==> config.mk <==
export PLATFORM = sky130hd
export DESIGN_NAME = alu_seq_flat
export DESIGN_NICKNAME = d
export VERILOG_FILES = /design/src/rtl/alu_seq_if.sv /design/src/rtl/alu_seq.sv /design/src/flat_wrapper.sv
export SDC_FILE = /design/constraint.sdc
export NUM_CORES = 1
export LEC_CHECK = 0
export BUFFER_PORTS_ARGS = -buffer_cell sky130_fd_sc_hd__buf_4
export CORE_ASPECT_RATIO = 0.75
export CORE_MARGIN = 8
export CORE_UTILIZATION = 40
export CTS_CLUSTER_DIAMETER = 80
export DETAILED_ROUTE_END_ITERATION = 8
export PLACE_DENSITY = 0.62
export SLEW_MARGIN = 20
export SYNTH_ARGS = -nofsm -noshare
export SYNTH_HDL_FRONTEND = slang
export SYNTH_SLANG_ARGS = --single-unit
==> constraint.sdc <==
create_clock -name clk -period 3.1 [get_ports clk]
set_clock_uncertainty 0.15 [all_clocks]
set_input_delay 0.62 -clock clk [delete_from_list [all_inputs] [get_ports clk]]
set_output_delay 0.62 -clock clk [all_outputs]
set_load 0.01 [all_outputs]
==> src/rtl/alu_seq_if.sv <==
// alu_seq_if: operand/opcode request channel and result/flags response channel of alu_seq.
// master drives operands and out_ready; slave (the ALU) drives in_ready and the result side.
interface alu_seq_if #(
    parameter int WIDTH = 8
);
    logic             in_valid;
    logic             in_ready;
    logic [WIDTH-1:0] a;
    logic [WIDTH-1:0] b;
    logic [3:0]       opcode;
    logic             out_valid;
    logic             out_ready;
    logic [WIDTH-1:0] result;
    logic             zero;
    logic             carry;
    logic             overflow;
    logic             illegal;

    modport master (
        output in_valid, a, b, opcode, out_ready,
        input  in_ready, out_valid, result, zero, carry, overflow, illegal
    );

    modport slave (
        input  in_valid, a, b, opcode, out_ready,
        output in_ready, out_valid, result, zero, carry, overflow, illegal
    );
endinterface

==> src/rtl/alu_seq.sv <==
// alu_seq: handshaked WIDTH-bit ALU with adc, variable shifts and iterative multiply (enabled by ALU_SEQ_MUL_EN).
// Latency: 1 cycle for single-cycle ops, s+1 for variable shifts, WIDTH+1 for multiply.
// Backpressure: result/flags held in DONE until out_ready; in_ready low while BUSY or while DONE is stalled.
module alu_seq #(
    parameter  int WIDTH = 8,
    localparam int SHW   = $clog2(WIDTH)
) (
    input  logic     clk,
    input  logic     rst_n,
    alu_seq_if.slave bus
);
    localparam int CW = $clog2(WIDTH + 1);

    localparam logic [3:0] OP_ADD  = 4'b0000;
    localparam logic [3:0] OP_SUB  = 4'b0001;
    localparam logic [3:0] OP_AND  = 4'b0010;
    localparam logic [3:0] OP_OR   = 4'b0011;
    localparam logic [3:0] OP_XOR  = 4'b0100;
    localparam logic [3:0] OP_SHL1 = 4'b0101;
    localparam logic [3:0] OP_SHR1 = 4'b0110;
    localparam logic [3:0] OP_EQ   = 4'b0111;
    localparam logic [3:0] OP_SHL  = 4'b1000;
    localparam logic [3:0] OP_SHR  = 4'b1001;
`ifdef ALU_SEQ_MUL_EN
    localparam logic [3:0] OP_MUL  = 4'b1010;
`endif
    localparam logic [3:0] OP_ADC  = 4'b1011;

    typedef enum logic [1:0] {IDLE, BUSY, DONE} state_t;

    state_t           state_q, state_d;
    logic [WIDTH-1:0] res_q, res_d;
    logic             zero_q, zero_d;
    logic             cout_q, cout_d;
    logic             ovf_q, ovf_d;
    logic             ill_q, ill_d;
    logic             carry_q, carry_d;
    logic [3:0]       op_q, op_d;
    logic [WIDTH-1:0] acc_q, acc_d;
    logic [CW-1:0]    cnt_q, cnt_d;
`ifdef ALU_SEQ_MUL_EN
    logic [2*WIDTH-1:0] prod_q, prod_d, prod_nxt;
    logic [WIDTH:0]     mul_sum;
`endif

    logic [WIDTH:0]   sum_ext, diff_ext;
    logic [WIDTH-1:0] sc_res, sh_nxt;
    logic             sc_c, sc_v, sc_ill, sh_bit;
    logic             in_rdy, accept;
    logic [CW-1:0]    shamt;

    always_comb begin
        sum_ext  = {1'b0, bus.a} + {1'b0, bus.b}
                 + {{WIDTH{1'b0}}, (bus.opcode == OP_ADC) & carry_q};
        diff_ext = {1'b0, bus.a} - {1'b0, bus.b};
        sc_res   = '0;
        sc_c     = 1'b0;
        sc_v     = 1'b0;
        sc_ill   = 1'b0;
        case (bus.opcode)
            OP_ADD, OP_ADC: begin
                sc_res = sum_ext[WIDTH-1:0];
                sc_c   = sum_ext[WIDTH];
                sc_v   = (bus.a[WIDTH-1] == bus.b[WIDTH-1]) && (sum_ext[WIDTH-1] != bus.a[WIDTH-1]);
            end
            OP_SUB: begin
                sc_res = diff_ext[WIDTH-1:0];
                sc_c   = diff_ext[WIDTH];
                sc_v   = (bus.a[WIDTH-1] != bus.b[WIDTH-1]) && (diff_ext[WIDTH-1] != bus.a[WIDTH-1]);
            end
            OP_AND:  sc_res = bus.a & bus.b;
            OP_OR:   sc_res = bus.a | bus.b;
            OP_XOR:  sc_res = bus.a ^ bus.b;
            OP_SHL1: begin
                sc_res = {bus.a[WIDTH-2:0], 1'b0};
                sc_c   = bus.a[WIDTH-1];
            end
            OP_SHR1: begin
                sc_res = {1'b0, bus.a[WIDTH-1:1]};
                sc_c   = bus.a[0];
            end
            OP_EQ:   sc_res = {{(WIDTH-1){1'b0}}, bus.a == bus.b};
            // Zero-distance variable shift completes in one cycle with a passthrough.
            OP_SHL, OP_SHR: sc_res = bus.a;
            default: sc_ill = 1'b1;
        endcase
    end

    always_comb begin
        in_rdy  = rst_n && ((state_q == IDLE) || ((state_q == DONE) && bus.out_ready));
        accept  = bus.in_valid && in_rdy;
        shamt   = CW'(bus.b[SHW-1:0]);
        state_d = state_q;
        res_d   = res_q;
        zero_d  = zero_q;
        cout_d  = cout_q;
        ovf_d   = ovf_q;
        ill_d   = ill_q;
        carry_d = carry_q;
        op_d    = op_q;
        acc_d   = acc_q;
        cnt_d   = cnt_q;
        if (op_q == OP_SHL) begin
            sh_nxt = {acc_q[WIDTH-2:0], 1'b0};
            sh_bit = acc_q[WIDTH-1];
        end else begin
            sh_nxt = {1'b0, acc_q[WIDTH-1:1]};
            sh_bit = acc_q[0];
        end
`ifdef ALU_SEQ_MUL_EN
        prod_d   = prod_q;
        mul_sum  = {1'b0, prod_q[2*WIDTH-1:WIDTH]} + (prod_q[0] ? {1'b0, acc_q} : '0);
        prod_nxt = {mul_sum, prod_q[WIDTH-1:1]};
`endif

        case (state_q)
            IDLE: ;
            DONE: if (bus.out_ready) state_d = IDLE;
            BUSY: begin
                cnt_d = cnt_q - CW'(1);
`ifdef ALU_SEQ_MUL_EN
                if (op_q == OP_MUL) begin
                    prod_d = prod_nxt;
                    if (cnt_q == CW'(1)) begin
                        state_d = DONE;
                        res_d   = prod_nxt[WIDTH-1:0];
                        zero_d  = (prod_nxt[WIDTH-1:0] == '0);
                        cout_d  = |prod_nxt[2*WIDTH-1:WIDTH];
                        carry_d = |prod_nxt[2*WIDTH-1:WIDTH];
                        ovf_d   = 1'b0;
                        ill_d   = 1'b0;
                    end
                end else
`endif
                begin
                    acc_d = sh_nxt;
                    if (cnt_q == CW'(1)) begin
                        state_d = DONE;
                        res_d   = sh_nxt;
                        zero_d  = (sh_nxt == '0);
                        cout_d  = sh_bit;
                        carry_d = sh_bit;
                        ovf_d   = 1'b0;
                        ill_d   = 1'b0;
                    end
                end
            end
            default: state_d = IDLE;
        endcase

        // accept is only possible from IDLE/DONE, so it never collides with the BUSY step.
        if (accept) begin
            op_d  = bus.opcode;
            acc_d = bus.a;
            if (((bus.opcode == OP_SHL) || (bus.opcode == OP_SHR)) && (shamt != '0)) begin
                state_d = BUSY;
                cnt_d   = shamt;
            end
`ifdef ALU_SEQ_MUL_EN
            else if (bus.opcode == OP_MUL) begin
                state_d = BUSY;
                cnt_d   = CW'(WIDTH);
                prod_d  = {{WIDTH{1'b0}}, bus.b};
            end
`endif
            else begin
                state_d = DONE;
                res_d   = sc_res;
                zero_d  = (sc_res == '0);
                cout_d  = sc_c;
                ovf_d   = sc_v;
                ill_d   = sc_ill;
                if (!sc_ill) carry_d = sc_c;
            end
        end
    end

    always_ff @(posedge clk or negedge rst_n) begin
        if (!rst_n) begin
            state_q <= IDLE;
            res_q   <= '0;
            zero_q  <= 1'b1;
            cout_q  <= 1'b0;
            ovf_q   <= 1'b0;
            ill_q   <= 1'b0;
            carry_q <= 1'b0;
            op_q    <= '0;
            acc_q   <= '0;
            cnt_q   <= '0;
`ifdef ALU_SEQ_MUL_EN
            prod_q  <= '0;
`endif
        end else begin
            state_q <= state_d;
            res_q   <= res_d;
            zero_q  <= zero_d;
            cout_q  <= cout_d;
            ovf_q   <= ovf_d;
            ill_q   <= ill_d;
            carry_q <= carry_d;
            op_q    <= op_d;
            acc_q   <= acc_d;
            cnt_q   <= cnt_d;
`ifdef ALU_SEQ_MUL_EN
            prod_q  <= prod_d;
`endif
        end
    end

    assign bus.in_ready  = in_rdy;
    assign bus.out_valid = (state_q == DONE);
    assign bus.result    = res_q;
    assign bus.zero      = zero_q;
    assign bus.carry     = cout_q;
    assign bus.overflow  = ovf_q;
    assign bus.illegal   = ill_q;
endmodule

==> src/flat_wrapper.sv <==
// flat-port wrapper written by rule: the top's interface ports become plain ports
module alu_seq_flat 
#(
    parameter  int WIDTH = 8,
    localparam int SHW   = $clog2(WIDTH)
)
  (clk, rst_n, bus_in_valid, bus_a, bus_b, bus_opcode, bus_out_ready, bus_in_ready, bus_out_valid, bus_result, bus_zero, bus_carry, bus_overflow, bus_illegal);
  alu_seq_if #(.WIDTH(WIDTH)) bus_i ();
  input  logic clk;
  input  logic rst_n;
  input wire logic [$bits(bus_i.in_valid)-1:0] bus_in_valid;
  input wire logic [$bits(bus_i.a)-1:0] bus_a;
  input wire logic [$bits(bus_i.b)-1:0] bus_b;
  input wire logic [$bits(bus_i.opcode)-1:0] bus_opcode;
  input wire logic [$bits(bus_i.out_ready)-1:0] bus_out_ready;
  output wire logic [$bits(bus_i.in_ready)-1:0] bus_in_ready;
  output wire logic [$bits(bus_i.out_valid)-1:0] bus_out_valid;
  output wire logic [$bits(bus_i.result)-1:0] bus_result;
  output wire logic [$bits(bus_i.zero)-1:0] bus_zero;
  output wire logic [$bits(bus_i.carry)-1:0] bus_carry;
  output wire logic [$bits(bus_i.overflow)-1:0] bus_overflow;
  output wire logic [$bits(bus_i.illegal)-1:0] bus_illegal;
  assign bus_i.in_valid = bus_in_valid;
  assign bus_i.a = bus_a;
  assign bus_i.b = bus_b;
  assign bus_i.opcode = bus_opcode;
  assign bus_i.out_ready = bus_out_ready;
  assign bus_in_ready = bus_i.in_ready;
  assign bus_out_valid = bus_i.out_valid;
  assign bus_result = bus_i.result;
  assign bus_zero = bus_i.zero;
  assign bus_carry = bus_i.carry;
  assign bus_overflow = bus_i.overflow;
  assign bus_illegal = bus_i.illegal;
  alu_seq #(.WIDTH(WIDTH)) u_core (.clk(clk), .rst_n(rst_n), .bus(bus_i));
endmodule
; Word-level counts from Yosys, hierarchy flattened
; Index checks and enable logic that the tools add are counted.
[word_totals]
reg_bits = 31
latch_bits = 0
ram_bits = 0
mem_bits_ro = 0
input_bits = 24
output_inout_bits = 14
elab_cells = 99
n_memories = 0
[op_classes]
add_sub_neg = 4
n_mul = 0
div_mod_pow = 0
order_cmp = 0
eq_ne = 22
shift = 0
mux = 41
bitwise = 4
reduce_logical = 18
[op_table]
columns = op, count
row1 = $pmux 8 s9, 1
row2 = $mux 8, 7
row3 = $mux 1, 23
row4 = $eq 4x3->1 const B, 4
row5 = $eq 4x4->1 const B, 4
row6 = $logic_not 8->1, 2
row7 = $mux 4, 3
row8 = $reduce_or 11->1, 1
row9 = $add 8x8->9, 1
row10 = $add 9x1->9, 1
row11 = $sub 8x8->9, 1
row12 = $and 8x8->8, 1
row13 = $eq 4x1->1 const B, 2
row14 = $eq 4x2->1 const B, 2
row15 = $eq 8x8->1, 1
row16 = $mux 2, 4
row17 = $or 8x8->8, 1
row18 = $xor 8x8->8, 1
row19 = $logic_and 1x1->1, 6
row20 = $pmux 2 s3, 1
row21 = $logic_not 4->1, 1
row22 = $pmux 1 s4, 1
row23 = $reduce_or 2->1, 2
row24 = $sub 4x1->4 const B, 1
row25 = other kinds (14), 17

; Logic depth before layout (Yosys ltp)
; Gate-level depths: netlist (run 1).
[depth]
word_depth = 8
ltp_mapped = 12
depth_no_buf = 11

; Worst setup path before layout (run 1)
; OpenSTA, ideal clock, no wires.
[synth_timing]
path_kind = input port to flip-flop
start = in bus_opcode[0]
end = reg u_core.zero_q, in the netlist u_core.bus.zero
setup_time_ns = 0.097
t_arrival_ns = 2.858
required_time_ns = 2.853
setup_slack_ns = -0.005
cell_stages = 12
path_buffers = 2
cell_sequence = buf_2 > buf_2 > nand4_1 > fa_1 > fa_1 > nor2b_1 > o31a_1 > o21a_1 > nor2_2 > a211oi_2 > o211ai_1 > o41ai_2
[synth_via]
elab_chain_cells = 7
word_cells_on_any_way = 21
classes_between = add/sub: 1 / eq/ne: 10 / mux: 3 / bitwise: 1 / reduce/logical: 6
[synth_lines]
columns = element, line_no
row1 = start: declaration, flat_wrapper.sv:14  ; input wire logic [$bits(bus_i.opcode)-1:0] bus_opcode;
row2 = $eq 4x4->1, "alu_seq.sv:54, alu_seq.sv:60"
row3 = $and 1x1->1, alu_seq.sv:54  ; + {{WIDTH{1'b0}}, (bus.opcode == OP_ADC) & carry_q};
row4 = $add 9x1->9, alu_seq.sv:54
row5 = $pmux 8 s9, alu_seq.sv:60  ; case (bus.opcode)
row6 = $logic_not 8->1, alu_seq.sv:169  ; zero_d = (sc_res == '0);
row7 = $mux 1 *, alu_seq.sv:155  ; if (((bus.opcode == OP_SHL) || (bus.opcode == OP_SHR)) && (shamt != '0)) begin
row8 = $mux 1 *, alu_seq.sv:152  ; if (accept) begin
row9 = named net u_core.zero_d, alu_seq.sv:33  ; logic zero_q, zero_d;
row10 = end signal: assignment, alu_seq.sv:196  ; zero_q <= zero_d;
row11 = end: declaration, alu_seq.sv:33
; Mark *: on every way through the listed nets, which the timed path passes. The rest lies on a longest branch.
; A chain may end at the register's enable or synchronous reset.

; Worst setup path in the final report (run 1)
[layout_timing]
start = in bus_opcode[2]
end = reg u_core.zero_q, in the netlist u_core.bus.zero
; The elaborated chain is that of the path after synthesis.

==> flow_summary.ini, run 1 <==
[synthesis]
synth.cell_area_um2 = 3090
synth_xor_area_share_pct = 2.27
synth_top_family_by_area = compound AO/OA/AOI/OAI gates
synth_area_per_cell_um2 = 8.46
synth.area.mux_share_pct = 6.28
ys_seq_elements = 31
ys_warn_count = 0
synthAdderAreaFrac_pct = 12.5
yosys.area_share.simple_pct = 18.4
syn_inst = 365
yosysUniqueCellTypes = 65
synth-compound-area-share_pct = 28.5
synth_flop_cell = dfrtp_1
synth-edff-count = 0
synthArstFlopShare_pct = 100
synth_nets = 418
synth-seq-area-share_pct = 25.2

[worst_setup_path]
crit_required_ns = 3.14
crit_fanout = 3
rrSetupSlack_ns = 0.43
cp_data_arrival_time_ns = 2.98
end_kind = flop
critPathLaunchType = input pin
criticalPathCategory = in2reg
r2r-end = u_core.bus.zero
r2r.worst_path.cells = 10
r2r_start = u_core.carry_q

[sta]
period_share_pct = 94.9
max_slew_margin_pct = 51.5
grt_setup_unrepaired = false
max_clock_freq_mhz = 340
hold_slack_ns = 0.207
fin_crit_ns = 2.94
setup_viol_count_final = 0
tns_ns = 0
slew_viol_final = 0
hold_viol_final = 0
worst_pin_slew_ns = 0.726
setup_slack_ns = 0.158

[die]
ios = 38
fp.dieH_um = 92.1
start_util_pct = 41.7
num_rows = 27
core_area_um2 = 7400
die_w_um = 117
die-area_um2 = 10800

[layout]
diodes = 0
fin_cells = 510
nNetsFinal = 461
nFillCells = 716
layout-drive-gt1-share_pct = 22.0
syn_to_final_growth_pct = 17.6
design_area_um2 = 3630

[drt]
ant_nets = 0
wl_um = 9320
firstDrtPassIters = 5
dr.first_iter.drc_count = 175
avgRoutedWirePerCell_um = 18.3
drcViolationCount = 0
vias = 2941
viasPerCell = 5.77

[place]
numPlacedInstances = 502
placed_cell_area_um2 = 3530
io_buffers = 37
place.gp.congestion = 0.951
place_ws_ns = -0.255
hpwl_um = 7150

[run_status]
status = complete, no violations

[global_route]
grt_pass1_vias = 2864
grt_antenna_before_repair = 0
grt_max_degree = 32
globalRoute.totalOverflow = 0
grt_pass1_wl_um = 15200
track_usage_pct = 16.9

[power]
ir_drop_mv = 0.311
p_per_area_nw_per_um2 = 515
cellLeakagePower_nw = 1.58

[clock_tree]
clock_latency_ns = 0.28
cts_buffers = 5
tritoncts = done
h-tree-depth = 2
cts_root_buf = clkbuf_8
clkTransAtPathRegs_ns = 0.07
post_cts_buffers = 0
clock_sinks = 31
clk_path_buf_depth = 2

[hold_path]
hold_class = in2async

[job]
maxCapViolCount = 0
==> layout by cell type (no fill, tap or decap), types with 2 or more instances in the layout <==
cell type,instances
a211oi_1,4
a211oi_2,3
a21oi_1,18
a221o_1,2
a221oi_2,2
a22oi_1,16
a32oi_1,3
and2_1,4
and2b_4,2
and3_1,2
buf_4,56
clkbuf_8,6
dfrtp_1,30
fa_1,2
ha_1,26
inv_1,27
mux2_2,6
mux2i_1,10
nand2_1,27
nand2b_1,7
nand3_1,13
nand3b_1,2
nand4_1,2
nor2_1,22
nor2b_1,13
nor3_1,6
nor3b_1,2
nor4_1,2
o211ai_1,9
o21a_1,4
o21ai_0,23
o21ai_1,2
o21bai_1,4
o22a_1,2
o22ai_1,8
o2bb2ai_1,2
o311ai_0,2
o31a_1,2
o31ai_1,3
xnor2_1,7
==> layout make-up <==
class	instances	area (µm²)	share of cell area (%)
inverter	27	101	2.79
multi-input combinational	287	2110	58.2
clock buffer	7	86.3	2.38
sequential	31	777	21.4
tap	101	126	3.48
clock inverter	1	5.00	0.138
timing repair buffer	56	420	11.6
==> state kept, by name, summed over array words and instances (netlist names) <==
register	flops
u_core.bus.carry	1
u_core.op_q	4
u_core.bus.zero	1
u_core.carry_q	1
u_core.acc_q	8
u_core.bus.illegal	1
u_core.bus.result	8
u_core.bus.overflow	1
u_core.cnt_q	4
u_core.state_q	2
==> per-layer routing <==
layer / vias to the layer above / wire length, µm / track usage (%)
li1: 1418 / - / -
met1: 1394 / 4530 / 24.5
met2: 124 / 3920 / 24.9
met3: 5 / 806 / 4.35
met4: 0 / 64 / 2.34
met5: - / 0 / 0
==> worst max-delay path by stage <==
stage,cells after the start,from,endpoint,slack (ns)
5_1_grt,12,bus_opcode[2],u_core.bus.zero,0.009
4_1_cts,11,bus_opcode[2],u_core.bus.zero,0.03
2_1_floorplan,12,bus_opcode[3],u_core.bus.zero,0.02
6_report,12,bus_opcode[2],u_core.bus.zero,0.16
3_5_place_dp,11,bus_opcode[2],u_core.bus.zero,-0.26
3_3_place_gp,11,bus_opcode[2],u_core.bus.zero,-0.24
==> cells in the mapped netlist (7+ instances only) <==
| library cell | count | area share (%) |
|---|---|---|
| nand2_1 | 27 | 3.3 |
| a22oi_1 | 16 | 3.9 |
| mux2i_1 | 10 | 3.2 |
| nand3_1 | 13 | 2.1 |
| nor2_1 | 22 | 2.7 |
| inv_1 | 27 | 3.3 |
| o22ai_1 | 8 | 1.6 |
| nor2b_1 | 14 | 2.8 |
| buf_2 | 12 | 1.9 |
| ha_1 | 26 | 11 |
| o21ai_0 | 23 | 3.7 |
| dfrtp_1 | 30 | 24 |
| xnor2_1 | 7 | 2.0 |
| nand2b_1 | 7 | 1.4 |
| a21oi_1 | 18 | 2.9 |
| o211ai_1 | 9 | 2.2 |
==> where the power goes <==
group          total, mW  switching, mW  internal (mW)  leakage, nW
registers          0.702          0.130          0.572        0.382
clock network      0.331          0.152          0.179       0.0482
logic              0.838          0.435          0.403         1.15
==> timing repair <==
item / CTS / global route
hold buffers: 0 / 0
endpoints found under the setup margin: 0 / 4
resized for setup: 0 / 3
==> critical path, cell delays in order <==
cell,delay [ns]
buf_4,0.11
and2b_4,0.23
nand4_1,0.12
fa_1,0.43
fa_2,0.38
nor2b_2,0.14
o31a_1,0.16
o21a_1,0.13
nor2_2,0.05
a211oi_2,0.26
o211ai_1,0.12
o41ai_2,0.21
==> cells by family (layout without fill, tap and decap cells) <==
family | after synthesis | after routing
buffers and inverters | 47 | 91
and+or+nand+nor | 110 | 110
xor gates and xnor gates | 8 | 8
adders and majority gates | 29 | 29
DFF | 31 | 31
muxes | 18 | 18
AOI/OAI and AO/OA | 122 | 122
==> per-stage QoR <==
stage                     util (%)  total power [mW]
after global routing          49.1              2.01
after global placement        47.7              1.53
after floorplan                  -              1.21
final                         49.1              1.87
after detailed placement      47.7              1.54
after CTS                     48.9              1.87
(Power assumes the default switching activity.)
==> inputs of run 2 (changes only) <==
Settings changed: RECOVER_POWER from default to 100.
==> flow_summary.ini, run 2 (same netlist as run 1, synthesis figures left out) <==
[drt]
wl_met2_um = 3910
highest_layer = met4
dr.first_iter.drc_count = 189
wl_um = 9350
viasPerCell = 5.80
met1_length_um = 4570
ant_nets = 0
drcViolationCount = 0
firstDrtPassIters = 4
met3_length_um = 805
vias = 2960
avgRoutedWirePerCell_um = 18.3

[power]
pwr-share-comb_pct = 43.1
clkPwrFrac_pct = 18.3
switchingPower_mw = 0.717
p_int_mw = 1.09
p_per_area_nw_per_um2 = 508
cellLeakagePower_nw = 1.52
ir_drop_mv = 0.310
switching_share_pct = 39.6
power_frac_seq_pct = 38.6

[global_route]
track_usage_pct = 16.9
grt_antenna_before_repair = 0
grt_pass1_wl_um = 15200
globalRoute.totalOverflow = 0
grt_max_degree = 32
grt_pass1_vias = 2864

[worst_setup_path]
end_kind = flop
r2r_start = u_core.carry_q
cp_data_arrival_time_ns = 2.98
crit_required_ns = 3.14
crit_fanout = 3
r2r.worst_path.cells = 10
critPathLaunchType = input pin
crit_start = bus_opcode[2]
criticalPathCategory = in2reg

[die]
fp.dieH_um = 92.1
start_util_pct = 41.7
num_rows = 27
die-area_um2 = 10800
ios = 38
core_area_um2 = 7400
die_w_um = 117

[hold_path]
hold_class = reg2reg
hold_depth = 1
hold_start = u_core.op_q[3]

[layout]
register_area_um2 = 777
syn_to_final_growth_pct = 15.4
final_util_pct = 48.2
multiInputGateArea_um2 = 2100
layout-drive-gt1-share_pct = 17.6
nFillCells = 728
nNetsFinal = 461
layout_commonest_cell = buf_4
diodes = 0
final_cell_mix = 39 x buf_4, 30 x dfrtp_1, 27 x inv_1, 27 x nand2_1, 26 x ha_1

[sta]
max_clock_freq_mhz = 340
period_share_pct = 94.9
hold_slack_ns = 0.358
grt_setup_unrepaired = false
setup_viol_count_final = 0
hold_viol_final = 0
max_slew_margin_pct = -15.6
fin_crit_ns = 2.94
slew_viol_final = 32
worst_pin_slew_ns = 1.73

[clock_tree]
h-tree-depth = 2
postCtsResizedCells = 0
post_cts_buffers = 0
clock_latency_ns = 0.28
cts_buffers = 5
clk_path_buf_depth = 2
clock_sinks = 31
cts_hold_buf = 0
clkTransAtPathRegs_ns = 0.07
tritoncts = done
cts_root_buf = clkbuf_8

[place]
place.gp.congestion = 0.951
io_buffers = 37
hpwl_um = 7150

[run_status]
status = complete, but fails checks
violations = max-capacitance violations, max-slew violations

[job]
maxCapViolCount = 1
==> run 2: cell types whose count changed in the layout (fill, tap and decap cells not counted), moves of 2 or more <==
cell,before,now
and2_0,0,2
and2_1,4,2
buf_4,56,39
clkbuf_1,1,16
clkbuf_4,0,2
==> run 2: path summary, 6_finish.rpt <==
path	slack, ns	endpoint
hold / removal	0.36	u_core.op_q[3]
min in group asynchronous	0.76	u_core.cnt_q[1]
max in group asynchronous	1.03	u_core.acc_q[7]
setup / recovery	0.16	u_core.bus.zero
setup reg to reg	0.43	u_core.bus.zero
hold reg to reg	0.36	u_core.op_q[3]
==> run 2: power groups by stage <==
stage	clock network, mW	logic (mW)	registers, mW
floorplan	0	0.508	0.700
global placement	0	0.824	0.702
detailed placement	0	0.834	0.703
CTS	0.338	0.837	0.699
global route	0.355	0.873	0.719
finish	0.331	0.781	0.700
==> run 2: final cells by class <==
class	instances	area share (%)
multi-input cells	287	59.0
flip-flops and latches	31	21.8
repair buffers	56	10.2
well taps	101	3.55
inverters	27	2.84
clock buffers	7	2.42
clock inverters	1	0.140
==> run 2: critical path, stage by stage <==
cell      delay (ns)
buf_4           0.11
and2b_4         0.23
nand4_1         0.12
fa_1            0.42
fa_2            0.38
nor2b_2         0.14
o31a_1          0.16
o21a_1          0.14
nor2_2          0.05
a211oi_2        0.26
o211ai_1        0.12
o41ai_2         0.21
==> run 2: metal layers <==
| layer | vias up | GRT usage [%] |
|---|---|---|
| li1 | 1421 | - |
| met1 | 1412 | 24.5 |
| met2 | 124 | 24.9 |
| met3 | 3 | 4.35 |
| met4 | 0 | 2.34 |
| met5 | - | 0 |
==> run 2: per-stage QoR <==
stage                     setup TNS, ns  instances  worst slack (ns)  total power [mW]  area [µm²]
after global placement           -0.661        502            -0.238              1.53        3530
after floorplan                       0        365            0.0218              1.21        3090
after global routing                  0        510           0.00863              1.95        3560
final                                 0        510             0.158              1.81        3560
after detailed placement         -0.819        502            -0.255              1.54        3530
after CTS                             0        510            0.0256              1.87        3620
